<file path="config.mk">
export PLATFORM = sky130hd
export DESIGN_NAME = mem_arbiter
export DESIGN_NICKNAME = d
export VERILOG_FILES = /design/src/rtl/mem_arbiter_pkg.sv /design/src/rtl/mem_arb_watchdog.sv /design/src/rtl/mem_arbiter.sv
export SDC_FILE = /design/constraint.sdc
export NUM_CORES = 1
export LEC_CHECK = 0
export ABC_AREA = 1
export CAP_MARGIN = 20
export CORE_MARGIN = 2
export CORE_UTILIZATION = 45
export CTS_BUF_LIST = sky130_fd_sc_hd__clkbuf_4 sky130_fd_sc_hd__clkbuf_8
export DETAILED_ROUTE_END_ITERATION = 16
export GPL_ROUTABILITY_DRIVEN = 1
export PLACE_DENSITY_LB_ADDON = 0.15
export SYNTH_ARGS = -nofsm -noshare
export SYNTH_HDL_FRONTEND = slang
export SYNTH_SLANG_ARGS = --single-unit
export TNS_END_PERCENT = 5
</file>
<file path="constraint.sdc">
create_clock -name clk -period 4.78 [get_ports clk]
set_clock_uncertainty 0.05 [all_clocks]
set_input_delay 0.956 -clock clk [delete_from_list [all_inputs] [get_ports clk]]
set_output_delay 0.956 -clock clk [all_outputs]
set_load 0.02 [all_outputs]
</file>
<file path="src/rtl/mem_arbiter_pkg.sv">
// rtl/mem_arbiter_pkg.sv - state encoding, grant codes and watchdog sizing for mem_arbiter
// Purpose: shared types imported by mem_arbiter and mem_arb_watchdog.
// Ports: none (package).
package mem_arbiter_pkg;

  typedef enum logic [1:0] {
    ARB_IDLE   = 2'd0,
    ARB_BUSY_I = 2'd1,
    ARB_BUSY_D = 2'd2
  } arb_state_t;

  localparam logic ARB_GNT_I = 1'b0;
  localparam logic ARB_GNT_D = 1'b1;

  // Watchdog counter width; a disabled watchdog still needs a legal 1-bit port.
  function automatic int wd_count_width(input int timeout);
    return (timeout > 0) ? $clog2(timeout + 1) : 1;
  endfunction

endpackage

</file>
<file path="src/rtl/mem_arb_watchdog.sv">
// rtl/mem_arb_watchdog.sv - cycle counter that flags a memory access never acknowledged
// Purpose: counts enabled cycles since the last clear; expired marks the TIMEOUT-th one.
// Ports:
//   clk, reset    clock and synchronous active-high reset
//   clear         restart the count (held while the arbiter is idle)
//   enable        count this cycle (busy and no mem_ack)
//   count         current count, cycles already elapsed in this access
//   expired       this cycle is the TIMEOUT-th without an ack
// TIMEOUT = 0 ties count and expired to 0.
module mem_arb_watchdog
  import mem_arbiter_pkg::*;
#(
  parameter int TIMEOUT = 64,
  localparam int CW = wd_count_width(TIMEOUT)
) (
  input  logic          clk,
  input  logic          reset,
  input  logic          clear,
  input  logic          enable,
  output logic [CW-1:0] count,
  output logic          expired
);

  if (TIMEOUT > 0) begin : g_wd
    localparam logic [CW-1:0] LAST = CW'(TIMEOUT - 1);

    always_ff @(posedge clk) begin
      if (reset || clear) begin
        count <= '0;
      end else if (enable) begin
        count <= count + 1'b1;
      end
    end

    // count holds the cycles already spent, so the current cycle is number count+1.
    assign expired = enable && (count == LAST);
  end else begin : g_no_wd
    logic unused_wd_inputs;
    assign unused_wd_inputs = ^{clk, reset, clear, enable};
    assign count   = '0;
    assign expired = 1'b0;
  end

endmodule

</file>
<file path="src/rtl/mem_arbiter.sv">
// rtl/mem_arbiter.sv - single-outstanding arbiter sharing one memory port between fetch and load/store
// Purpose: grants IF (i_*) or MEM (d_*) requests onto mem_*, returns the response, aborts
//          accesses that exceed TIMEOUT cycles without mem_ack. All outputs are registered.
// Ports:
//   clk, reset                                  clock, synchronous active-high reset
//   i_req, i_addr / i_ready, i_rvalid, i_rdata, i_err                       fetch side
//   d_req, d_we, d_addr, d_wdata, d_wstrb / d_ready, d_rvalid, d_rdata, d_err   data side
//   mem_req, mem_we, mem_addr, mem_wdata, mem_wstrb / mem_ack, mem_rdata        memory side
// Option: MEM_ARB_RR_EN selects round-robin for simultaneous requests; default is d over i.
module mem_arbiter
  import mem_arbiter_pkg::*;
#(
  parameter int ADDR_WIDTH = 32,
  parameter int DATA_WIDTH = 32,
  parameter int TIMEOUT    = 64
) (
  input  logic                      clk,
  input  logic                      reset,
  input  logic                      i_req,
  input  logic [ADDR_WIDTH-1:0]     i_addr,
  output logic                      i_ready,
  output logic                      i_rvalid,
  output logic [DATA_WIDTH-1:0]     i_rdata,
  output logic                      i_err,
  input  logic                      d_req,
  input  logic                      d_we,
  input  logic [ADDR_WIDTH-1:0]     d_addr,
  input  logic [DATA_WIDTH-1:0]     d_wdata,
  input  logic [DATA_WIDTH/8-1:0]   d_wstrb,
  output logic                      d_ready,
  output logic                      d_rvalid,
  output logic [DATA_WIDTH-1:0]     d_rdata,
  output logic                      d_err,
  output logic                      mem_req,
  output logic                      mem_we,
  output logic [ADDR_WIDTH-1:0]     mem_addr,
  output logic [DATA_WIDTH-1:0]     mem_wdata,
  output logic [DATA_WIDTH/8-1:0]   mem_wstrb,
  input  logic                      mem_ack,
  input  logic [DATA_WIDTH-1:0]     mem_rdata
);

  localparam int CW = wd_count_width(TIMEOUT);

  arb_state_t state_q, state_d;
  logic       pick;
  logic       busy;
  logic       wd_expired;
  logic [CW-1:0] wd_count_unused;

  logic                    i_ready_n, i_rvalid_n, i_err_n;
  logic                    d_ready_n, d_rvalid_n, d_err_n;
  logic [DATA_WIDTH-1:0]   i_rdata_n, d_rdata_n;
  logic                    mem_req_n, mem_we_n;
  logic [ADDR_WIDTH-1:0]   mem_addr_n;
  logic [DATA_WIDTH-1:0]   mem_wdata_n;
  logic [DATA_WIDTH/8-1:0] mem_wstrb_n;

  assign busy = (state_q != ARB_IDLE);

`ifdef MEM_ARB_RR_EN
  logic last_grant_q;

  // Contested cycles go to the side not granted last; a lone request simply wins.
  always_comb begin
    if (i_req && d_req) begin
      pick = (last_grant_q == ARB_GNT_I) ? ARB_GNT_D : ARB_GNT_I;
    end else begin
      pick = d_req ? ARB_GNT_D : ARB_GNT_I;
    end
  end

  // Only contested grants move the pointer, so uncontested traffic does not bias it.
  always_ff @(posedge clk) begin
    if (reset) begin
      last_grant_q <= ARB_GNT_I;
    end else if (!busy && i_req && d_req) begin
      last_grant_q <= pick;
    end
  end
`else
  assign pick = d_req ? ARB_GNT_D : ARB_GNT_I;
`endif

  mem_arb_watchdog #(.TIMEOUT(TIMEOUT)) u_watchdog (
    .clk     (clk),
    .reset   (reset),
    .clear   (!busy),
    .enable  (busy && !mem_ack),
    .count   (wd_count_unused),
    .expired (wd_expired)
  );

  // State and all registered outputs.
  always_ff @(posedge clk) begin
    if (reset) begin
      state_q   <= ARB_IDLE;
      i_ready   <= 1'b0;
      i_rvalid  <= 1'b0;
      i_rdata   <= '0;
      i_err     <= 1'b0;
      d_ready   <= 1'b0;
      d_rvalid  <= 1'b0;
      d_rdata   <= '0;
      d_err     <= 1'b0;
      mem_req   <= 1'b0;
      mem_we    <= 1'b0;
      mem_addr  <= '0;
      mem_wdata <= '0;
      mem_wstrb <= '0;
    end else begin
      state_q   <= state_d;
      i_ready   <= i_ready_n;
      i_rvalid  <= i_rvalid_n;
      i_rdata   <= i_rdata_n;
      i_err     <= i_err_n;
      d_ready   <= d_ready_n;
      d_rvalid  <= d_rvalid_n;
      d_rdata   <= d_rdata_n;
      d_err     <= d_err_n;
      mem_req   <= mem_req_n;
      mem_we    <= mem_we_n;
      mem_addr  <= mem_addr_n;
      mem_wdata <= mem_wdata_n;
      mem_wstrb <= mem_wstrb_n;
    end
  end

  always_comb begin
    state_d = state_q;
    case (state_q)
      ARB_IDLE: begin
        if (i_req || d_req) begin
          state_d = (pick == ARB_GNT_D) ? ARB_BUSY_D : ARB_BUSY_I;
        end
      end
      ARB_BUSY_I, ARB_BUSY_D: begin
        // An ack in the expiry cycle is still a normal completion.
        if (mem_ack || wd_expired) begin
          state_d = ARB_IDLE;
        end
      end
      default: state_d = ARB_IDLE;
    endcase
  end

  // Next values of the registered outputs; mem_* hold unless a new grant is made.
  always_comb begin
    i_ready_n   = 1'b0;
    i_rvalid_n  = 1'b0;
    i_err_n     = 1'b0;
    d_ready_n   = 1'b0;
    d_rvalid_n  = 1'b0;
    d_err_n     = 1'b0;
    i_rdata_n   = i_rdata;
    d_rdata_n   = d_rdata;
    mem_req_n   = mem_req;
    mem_we_n    = mem_we;
    mem_addr_n  = mem_addr;
    mem_wdata_n = mem_wdata;
    mem_wstrb_n = mem_wstrb;
    case (state_q)
      ARB_IDLE: begin
        if (i_req || d_req) begin
          mem_req_n = 1'b1;
          if (pick == ARB_GNT_D) begin
            d_ready_n   = 1'b1;
            mem_we_n    = d_we;
            mem_addr_n  = d_addr;
            mem_wdata_n = d_wdata;
            mem_wstrb_n = d_wstrb;
          end else begin
            i_ready_n   = 1'b1;
            mem_we_n    = 1'b0;
            mem_addr_n  = i_addr;
            mem_wdata_n = '0;
            mem_wstrb_n = '0;
          end
        end
      end
      ARB_BUSY_I: begin
        if (mem_ack) begin
          mem_req_n  = 1'b0;
          i_rvalid_n = 1'b1;
          i_rdata_n  = mem_rdata;
        end else if (wd_expired) begin
          mem_req_n  = 1'b0;
          i_rvalid_n = 1'b1;
          i_err_n    = 1'b1;
          i_rdata_n  = '0;
        end
      end
      ARB_BUSY_D: begin
        if (mem_ack) begin
          mem_req_n  = 1'b0;
          d_rvalid_n = 1'b1;
          d_rdata_n  = mem_we ? '0 : mem_rdata;
        end else if (wd_expired) begin
          mem_req_n  = 1'b0;
          d_rvalid_n = 1'b1;
          d_err_n    = 1'b1;
          d_rdata_n  = '0;
        end
      end
      default: ;
    endcase
  end

endmodule

</file>
* Yosys cells after proc, flatten, opt, wreduce, memory -nomap -nowiden *
Cells that the tools add are included.

word-level totals
  register bits after elaboration = 149
  bits of input ports = 138

operators by class
  add/sub/neg operators = 1
  eq/ne operators = 6
  mux-type cells = 22
  bitwise logic cells = 4
  reductions and logical operators = 20

operator list
  operator                                                                 count
  32-bit two-way mux                                                       6
  1-bit two-way mux                                                        10
  2-bit AND reduction                                                      4
  7-bit by 1-bit adder with 7-bit output, second input constant            1
  7-bit by 6-bit equality test with 1-bit output, second input constant    1
  2-bit two-way mux                                                        3
  2-bit nonzero test                                                       3
  2-bit OR reduction                                                       3
  4-bit two-way mux                                                        1
  1-bit NOT                                                                4
  2-bit case mux with 2 select lines                                       1
  1-bit logical OR                                                         3
  3-bit by 1-bit inequality test with 1-bit output, second input constant  1
  3-bit AND reduction                                                      1
  3-bit OR reduction                                                       1
  2-bit by 1-bit equality test with 1-bit output, second input constant    1
  2-bit equality test, second input constant                               1
  1-bit logical AND                                                        2
  1-bit logical NOT                                                        2
  2-bit logical NOT                                                        1
  2-bit by 1-bit inequality test with 1-bit output, second input constant  1
  2-bit inequality test, second input constant                             1
  1-bit case mux with 2 select lines                                       1

* Logic depth before layout (Yosys ltp) *
Gate-level depths: netlist of run 1.

  depth after elaboration = 6
  depth in mapped cells = 10
  depth with buffers taken out = 9

* Modules after synthesis *
A second synthesis of run 1 with hierarchy kept.

unflattened totals
  cells, all modules = 801
  area total of the unflattened synthesis = 6102.1 um^2

modules (own cells, without submodules)
  module            times used  cells each  area an instance (um^2)
  mem_arbiter       1           754         5765.5
  mem_arb_watchdog  1           47          336.6

* Worst setup path before layout of run 1 *
No wires, ideal clock.

  path kind = input to register
  start = input port mem_ack
  end = register i_rdata[17]
  setup time = 0.130 ns
  data arrival time = 1.847 ns
  slack = 2.753 ns
  cell stages on the path = 8
  path through = buf_4 -> nor2_4 -> nand3_4 -> nand2_4 -> nand2_2 -> buf_2 -> nand3_1 -> o21ai_0

between the ends
  longest elaborated chain between the ends = 5
  elaborated cells on any way between the ends = 6

RTL lines
  element                        line                    RTL
  start, declared                mem_arbiter.sv:39       input logic mem_ack,
  1-bit logical NOT              mem_arbiter.sv:89       .enable (busy && !mem_ack),
  1-bit logical AND              mem_arbiter.sv:89
  1-bit logical AND              mem_arb_watchdog.sv:36  assign expired = enable && (count == LAST);
  2-bit nonzero test (no line)   --
  2-bit AND reduction (no line)  --
  end signal, assigned           mem_arbiter.sv:115      i_rdata <= i_rdata_n;
  end, declared                  mem_arbiter.sv:23       output logic [DATA_WIDTH-1:0] i_rdata,

Parallel ways exist; a longest one is shown, timed or not.
A chain may end at the register's enable or synchronous reset.

==> results of run 1 <==
-- state kept, by name, indices dropped and copies added, names as in the netlist --
name,flops
mem_we,1
d_rvalid,1
d_ready,1
i_rvalid,1
mem_wdata,32
i_rdata,32
u_watchdog.count,7
mem_wstrb,4
mem_req,1
i_err,1
d_rdata,32
i_ready,1
state_q,2
d_err,1
mem_addr,32
-- path summary, 6_finish.rpt --
check / end / slack [ps] / startpoint
setup / recovery: i_rdata[5] / 1710 / reset
hold / removal: u_watchdog.count[5] / 400 / u_watchdog.count[5]
setup reg to reg: mem_addr[29] / 2440 / state_q[0]
hold reg to reg: u_watchdog.count[5] / 400 / u_watchdog.count[5]
-- synthesized netlist by cell type --
library cell / n
sky130_fd_sc_hd__nand3_1: 69
sky130_fd_sc_hd__buf_4: 3
sky130_fd_sc_hd__dfxtp_1: 149
sky130_fd_sc_hd__o21ai_0: 52
sky130_fd_sc_hd__nor2_4: 1
sky130_fd_sc_hd__inv_1: 14
sky130_fd_sc_hd__buf_2: 18
sky130_fd_sc_hd__buf_6: 3
sky130_fd_sc_hd__o21ai_1: 9
sky130_fd_sc_hd__nor2_8: 1
sky130_fd_sc_hd__a31oi_1: 32
sky130_fd_sc_hd__nor2_2: 1
sky130_fd_sc_hd__nand2_2: 1
sky130_fd_sc_hd__nor3_1: 2
sky130_fd_sc_hd__nor2_1: 46
sky130_fd_sc_hd__clkbuf_1: 29
sky130_fd_sc_hd__a21oi_1: 16
sky130_fd_sc_hd__a32o_1: 37
sky130_fd_sc_hd__nand2_1: 184
sky130_fd_sc_hd__nand2_4: 2
sky130_fd_sc_hd__nand4_1: 2
sky130_fd_sc_hd__nand3_4: 1
sky130_fd_sc_hd__ha_1: 5
sky130_fd_sc_hd__buf_1: 4
sky130_fd_sc_hd__inv_2: 2
-- metal layers --
layer / global-route usage [%] / vias to the layer above / wire (um)
met5: 0 / - / 0
met3: 9.41 / 43 / 1560
met1: 30.0 / 2721 / 6970
met2: 47.6 / 249 / 9210
li1: - / 2823 / -
met4: 12.4 / 0 / 553
-- critical path: stages --
cell                              delay, ps
sky130_fd_sc_hd__clkdlybuf4s50_1        470
sky130_fd_sc_hd__buf_4                  270
sky130_fd_sc_hd__clkinv_2               560
sky130_fd_sc_hd__nand2_1                820
sky130_fd_sc_hd__o21ai_0                200
-- logic make-up after synthesis --
| kind of cell | synth area share [%] |
|---|---|
| AND/OR/NAND/NOR | 23.3 |
| flip-flops | 52.8 |
| AO/OA/AOI/OAI | 16.9 |
| buffers and inverters | 5.85 |
| adder cells (fa/ha/maj) | 1.11 |
-- power by group through the flow --
| stage | Sequential, mW | Clock, mW | Combinational, mW |
|---|---|---|---|
| after CTS | 1.37 | 1.03 | 0.658 |
| after floorplan | 1.50 | 0 | 0.220 |
| after global routing | 1.38 | 1.08 | 0.705 |
| after global placement | 1.40 | 0 | 0.643 |
| after detailed placement | 1.40 | 0 | 0.654 |
| final | 1.37 | 1.02 | 0.657 |
-- final cells by class --
class | count | area [sq um] | share of cell area, %
Sequential cell | 149 | 2980 | 33.7
Clock inverter | 8 | 124 | 1.40
Tap cell | 168 | 210 | 2.37
Multi-Input combinational cell | 461 | 2340 | 26.4
Inverter | 16 | 61.3 | 0.692
Timing Repair Buffer | 284 | 2840 | 32.0
Clock buffer | 24 | 299 | 3.38
-- metrics by stage --
step	std cells	setup WS (ps)	utilization (%)	instance area, sq um	hold WS [ps]
after CTS	1110	1730	73.1	8850	405
after global placement	1078	1360	69.6	8430	385
after floorplan	683	2750	-	5650	373
final	1110	1710	73.1	8850	404
after detailed placement	1078	1250	69.6	8430	393
after global routing	1110	1570	73.1	8850	433
==> impl.org, run 1 <==
** Die
- From left edge to right edge, the die measures 116 um.
- Number of top-level design ports :: 278
- The initial utilization of the core area, before any placement, comes to 46.6%.
- The floorplan has 40 rows.
- Placeable Area :: 12100 sq um
- The die is 116 um tall.
- The die covers 13500 sq um.

** Synth
- The number of nets in the synthesized netlist is 826.
- Register area share after synthesis :: 52.8%
- Synth Cell Area :: 5650 sq um
- Dominant cell type by area after synthesis :: sky130_fd_sc_hd__dfxtp_1
- Post-synth top area share :: 52.8%
- Count of cell types in the netlist :: 25
- Top post-synthesis cells by area :: sky130_fd_sc_hd__dfxtp_1 (53%), sky130_fd_sc_hd__nand2_1 (12%), sky130_fd_sc_hd__a32o_1 (6.6%)
- Total number of yosys warnings :: 0
- FF+latch count, synth :: 149
- Syn_area_per_cell :: 8.27 sq um
- Cell count after synthesis :: 683

** Critical path
- By startpoint and endpoint, the worst setup path is classified as in2reg.
- Along the worst path, the maximum fanout reaches 47.
- Kind of start point of the critical path :: primary input
- The worst setup path is captured at a flip-flop.
- Data arrival at the endpoint of the critical path :: 3300 ps
- Required time reported for the critical path endpoint :: 5010 ps
- Worst reg-to-reg path cell count :: 7

** Drt
- Vias per cell :: 5.26
- Starting DRC count in detailed routing :: 418
- After detailed routing, the average wire length per cell comes to 16.5 um.
- Antenna Nets Post-Route :: 0
- The pre-antenna-repair detailed-routing pass consisted of 6 iterations.
- For this run, design rule violations remaining after detail routing come to 0.
- Detailed routing inserted a total of 5836 vias.
- Total wirelength of the detailed-routed design :: 18.3 mm

** Pwr
- Part of the total power dissipated in the clock network :: 33.3%
- Power spread over the standard cell area amounts to 344 nW/um^2.
- Proportion of power drawn by flip-flops and latches :: 45.1%
- Of the total power, the share spent switching nets is 27.4%.
- Combinational cell fraction of total power :: 21.6%
- IR analysis of the VDD net gives a maximum drop of 231 uV.
- Internal power component :: 2.21 mW
- For this design the static power due to leakage is 3.48 nW.
- The analysis attributes to net switching a power of 0.836 mW.
- Total design power :: 3.05 mW

** Clocking
- Clock input transition at the sequential cells of the worst setup and hold paths :: 80 ps
- After clock tree synthesis, the flow added hold-fix buffers numbering 0.
- The later pin in the worst-skew pair is clocked with a latency of 420 ps.
- H-tree depth :: 4
- Clock tree synthesis inserted a total of 17 buffers.
- The clock drives 149 sinks.
- Root Buffer :: sky130_fd_sc_hd__clkbuf_8
- Once the clock tree was built, the setup fixing pass inserted 0 buffers.
- TritonCTS built the clock tree.
- In this run, post-CTS repair resized a total of 0 instances.
- Maximum root-to-sink buffer count :: 2

** Flow run
- Across the run, the number of max-cap violations was 0.

** Layout
- ANT cells :: 0
- After filler insertion, the fill cell instance count of the layout stands at 966.
- Most frequent cells in the layout :: sky130_fd_sc_hd__clkdlybuf4s50_1 (277), sky130_fd_sc_hd__nand2_1 (184), sky130_fd_sc_hd__dfxtp_1 (149), sky130_fd_sc_hd__nand3_1 (69), sky130_fd_sc_hd__o21ai_0 (52)
- Commonest non-fill, non-tap cell in the layout :: sky130_fd_sc_hd__clkdlybuf4s50_1
- For this run, the post-layout net count is 1072.
- The post-route netlist has 5.31% of its cells at a drive strength greater than 1.
- Area Growth Syn to Fin :: 56.8%

** Timing
- For the finished layout, the period the worst path requires is 3070 ps.
- Final Hold Vio Count :: 0
- Number of slew-limit violations in the final report :: 0
- The worst pin sits at a relative slew slack of 35.8%.
- Setup violations remaining at the end of the flow were counted as 0.
- Setup TNS Final :: 0 ps
- Setup repair after global routing left no endpoint under its margin.
- Period Utilization, post-route :: 64.3%
- For the pin with the worst max-slew slack, the measured transition is 962 ps.
- Achievable clock frequency :: 0.325 GHz

** Global route
- Global routing used 27.3% of the available tracks across all layers.
- The via count of the first global-routing pass is 6052.
- After global routing the overflow that remains totals 0.
- Global-route wire length before repair :: 29.1 mm
- The initial antenna violation count came to 0.
- Entering global routing, the biggest net connects 82 pins.

** Outcome
- Outcome :: complete, no violations

** Min path
- The tightest min-delay check is of the reg2reg type.
- Cell depth of the worst hold path :: 2

** Placement
- Input and output buffers added on the ports amount to 277.
- Detailed placement finished with a half-perimeter wire length of 13.0 mm.
- The congestion estimate from routability-driven global placement came to 0.855.
Note: power is estimated with default switching activity, not from simulation.
==> inputs of run 2 (changes only) <==
--- a/config.mk
+++ b/config.mk
@@ -8,7 +8,7 @@
 export ABC_AREA = 1
 export CAP_MARGIN = 20
 export CORE_MARGIN = 2
-export CORE_UTILIZATION = 45
+export CORE_UTILIZATION = 38
 export CTS_BUF_LIST = sky130_fd_sc_hd__clkbuf_4 sky130_fd_sc_hd__clkbuf_8
 export DETAILED_ROUTE_END_ITERATION = 16
 export GPL_ROUTABILITY_DRIVEN = 1
==> constraint.sdc (replaced) <==
create_clock -name clk -period 2.8 [get_ports clk]
set_clock_uncertainty 0.05 [all_clocks]
set_input_delay 0.56 -clock clk [delete_from_list [all_inputs] [get_ports clk]]
set_output_delay 0.56 -clock clk [all_outputs]
set_load 0.02 [all_outputs]
==> run 2 against run 1 <==
Against the previous run: total power up 79%; highest routed layer unchanged; largest cell class unchanged; non-clock buffer count rose by 4; core utilization is 11 points lower; largest power group unchanged; worst hold slack improved by 9.6 ps.
==> impl.org, run 2 (synthesized netlist as in run 1, its figures left out) <==
** Placement
- The HPWL reported at the end of detailed placement was 13.0 mm (about the same).
- IO buf count :: 277 (unchanged)
- Global placer's final weighted congestion :: 0.854 (was 0.855)
- The placed instance area came to 8480 sq um (was 8430 sq um).

** Critical path
- The beginning of the worst register-to-register path is state_q[0] (unchanged).
- CP peak stage delay :: 420 ps (was 820 ps)
- The data arrival time of the critical path was 2500 ps (was 3300 ps).
- The standard cell with the maximum stage delay on the critical path was sky130_fd_sc_hd__nor2_8 (was sky130_fd_sc_hd__nand2_1).
- Crit path kind :: reg2reg (was in2reg)
- The slack of the worst reg-to-reg path was 640 ps (was 2440 ps).
- Total buffers and inverters traversed by the critical path :: 1 (was 3)
- Worst reg2reg endpoint :: d_rdata[22] (was mem_addr[29])
- The data required time at the worst endpoint was 3130 ps (was 5010 ps).
- Worst Path Max Fanout :: 33 (was 47)
- Ordered cell list for the critical path :: inv_1 -> ha_1 -> nor2_4 -> nand3_4 -> nand2_4 -> nand2_4 -> nor2_8 -> nand2_1 -> nand2_1 (was clkdlybuf4s50_1 -> buf_4 -> clkinv_2 -> nand2_1 -> o21ai_0)
- Kind of start point of the critical path :: flip-flop (was primary input)
- Crit end category :: flip-flop (unchanged)
- The number of cells traversed by the worst register-to-register path is 9 (was 7).
- The total number of cells along the worst setup path is 9 (was 5).
- Crit path max-delay family :: simple AND/OR/NAND/NOR gates (was buffers and inverters)
- Worst setup endpoint :: d_rdata[22] (was i_rdata[5])
- The launch point of the critical path is state_q[0] (was reset).

** Timing
- RSZ-0062 raised after global routing: false (unchanged).
- Hold slack :: 414 ps (was 404 ps)
- Min Clock Period, post-route :: 2160 ps
- The max-slew violation count came to 0 (unchanged).
- Period Utilization, post-route :: 77.3%
- The transition time at the pin with the least slew margin came to 792 ps (was 962 ps).
- Final Hold Vio Count :: 0 (unchanged)
- Slew margin rel. :: 47.1% (was 35.8%)
- Achievable clock frequency :: 0.462 GHz
- Number of setup violations in the final report :: 0 (unchanged)
- The setup TNS came to 0 ps (unchanged).

** Drt
- Vias :: 5924 (was 5836)
- Vias per cell :: 5.25 (was 5.26)
- The count of nets left with antenna violations after detail routing is 0 (unchanged).
- Routed wirelength normalized by instance count :: 16.2 um (was 16.5 um)
- The first-iteration detailed-routing DRC count came to 392 (was 418).
- Total wirelength of the detailed-routed design :: 18.3 mm (about the same)
- Detailed-route DRC error count :: 0 (unchanged)
- The number of detailed-route iterations in the first pass came to 5 (was 6).

** Layout
- Most frequent cells in the layout: sky130_fd_sc_hd__clkdlybuf4s50_1 (276), sky130_fd_sc_hd__nand2_1 (184), sky130_fd_sc_hd__dfxtp_1 (149), sky130_fd_sc_hd__nand3_1 (69), sky130_fd_sc_hd__o21ai_0 (52) (was sky130_fd_sc_hd__clkdlybuf4s50_1 (277), sky130_fd_sc_hd__nand2_1 (184), sky130_fd_sc_hd__dfxtp_1 (149), sky130_fd_sc_hd__nand3_1 (69), sky130_fd_sc_hd__o21ai_0 (52)).
- The synthesis-to-finish area growth came to 58.8% (was 56.8%).
- Fraction of layout cells with a size suffix above 1 :: 5.71% (was 5.31%)
- ANT cells :: 0 (unchanged)
- Commonest non-fill, non-tap cell in the layout :: sky130_fd_sc_hd__clkdlybuf4s50_1 (unchanged)
- Post-route core utilization :: 61.7% (was 73.1%)
- Layout Nets :: 1076 (was 1072)
- The summed area of non-filler cells in the final layout is 8960 sq um (was 8850 sq um).

** Pwr
- VDD IR max :: 347 uV (was 231 uV)
- The static power due to leakage came to 3.52 nW (was 3.48 nW).
- Power density over cell area :: 610 nW/um^2 (was 344 nW/um^2)

** Clocking
- The clock input transition at the sequential cells of the worst setup and hold paths was 80 ps (about the same).
- Root Buffer :: sky130_fd_sc_hd__clkbuf_8 (unchanged)
- Maximum root-to-sink buffer count :: 2 (unchanged)
- The insertion delay of the later-clocked pin in the worst-skew pair came to 440 ps (was 420 ps).
- Clock tree from TritonCTS :: done (unchanged)
- The CTS buffer count was 17 (unchanged).
- Post-cts hold buffer count :: 0 (unchanged)
- The post-cts gate resize count is 0 (unchanged).
- Number of sinks handled by clock tree synthesis :: 149 (unchanged)
- The post-CTS setup buffer count was 0 (unchanged).
- H-tree depth :: 4 (unchanged)

** Global route
- Antenna violations before repair :: 0 (unchanged)
- GRT Util Overall :: 23.1% (was 27.3%)
- The pin count of the biggest net entering global routing was 99 (was 82).
- The via count of the first global-routing pass came to 5946 (was 6052).
- GRT Residual Overflow :: 0 (unchanged)
- The global-route wire length before repair came to 29.9 mm (was 29.1 mm).

** Die
- The die height came to 126 um (was 116 um).
- DIE WIDTH :: 126 um (was 116 um)
- The initial standard-cell utilization of the core is 38.9% (was 46.6%).
- Placeable Area :: 14500 sq um (was 12100 sq um)
- The die footprint was 15900 sq um (was 13500 sq um).
- Cell Rows :: 44 (was 40)
- The top-level I/O count came to 278 (unchanged).

** Min path
- The path class of the lowest-slack min-delay path was reg2reg (unchanged).

** Outcome
- Outcome: complete, no violations (unchanged).

** Flow run
- The reported max-cap violation count is 0 (unchanged).
## run 2: where the power goes
group          internal (mW)  leakage, nW  switching [mW]
Clock                   1.20        0.238           0.805
Combinational          0.534         2.07           0.587
Sequential              2.27         1.22          0.0789
Total                   4.00         3.52            1.47
## run 2: worst min path at each step
stage,cells past startpoint,start,slack [ps],endpoint
global route,2,d_rdata[2],430,d_rdata[2]
finish,2,d_rdata[2],410,d_rdata[2]
floorplan,2,u_watchdog.count[5],370,u_watchdog.count[5]
global placement,2,u_watchdog.count[5],390,u_watchdog.count[5]
CTS,2,u_watchdog.count[5],410,u_watchdog.count[5]
detailed placement,2,u_watchdog.count[5],400,u_watchdog.count[5]
## run 2: through the flow
| stage | worst slack, ps | instances | power (mW) |
|---|---|---|---|
| 6_report | 636 | 1129 | 5.47 |
| 5_1_grt | 387 | 1129 | 5.70 |
| 4_1_cts | 615 | 1129 | 5.51 |
| 3_5_place_dp | 555 | 1098 | 3.51 |
| 3_3_place_gp | 616 | 1098 | 3.49 |
| 2_1_floorplan | 1170 | 683 | 2.93 |
## run 2: layout make-up
type	instances	area, sq um
clock buffer	19	262
clock inverter	12	226
fill	1260	5570
inverter	16	61.3
multi-input combinational	461	2340
sequential	149	2980
tap	184	230
timing repair buffer	288	2860
## run 2: tightest hold or removal path, cell delays in order, from the launching register on
cell and delay (ps):
sky130_fd_sc_hd__dfxtp_1 310, sky130_fd_sc_hd__nand2_1 60, sky130_fd_sc_hd__a21oi_1 50
## run 2: metal layers
layer  track usage [%]  part of all wire, %
met4              10.1                  2.9
met5                 0                    0
met2              38.7                   49
met1              27.1                   40
met3              7.56                  8.7
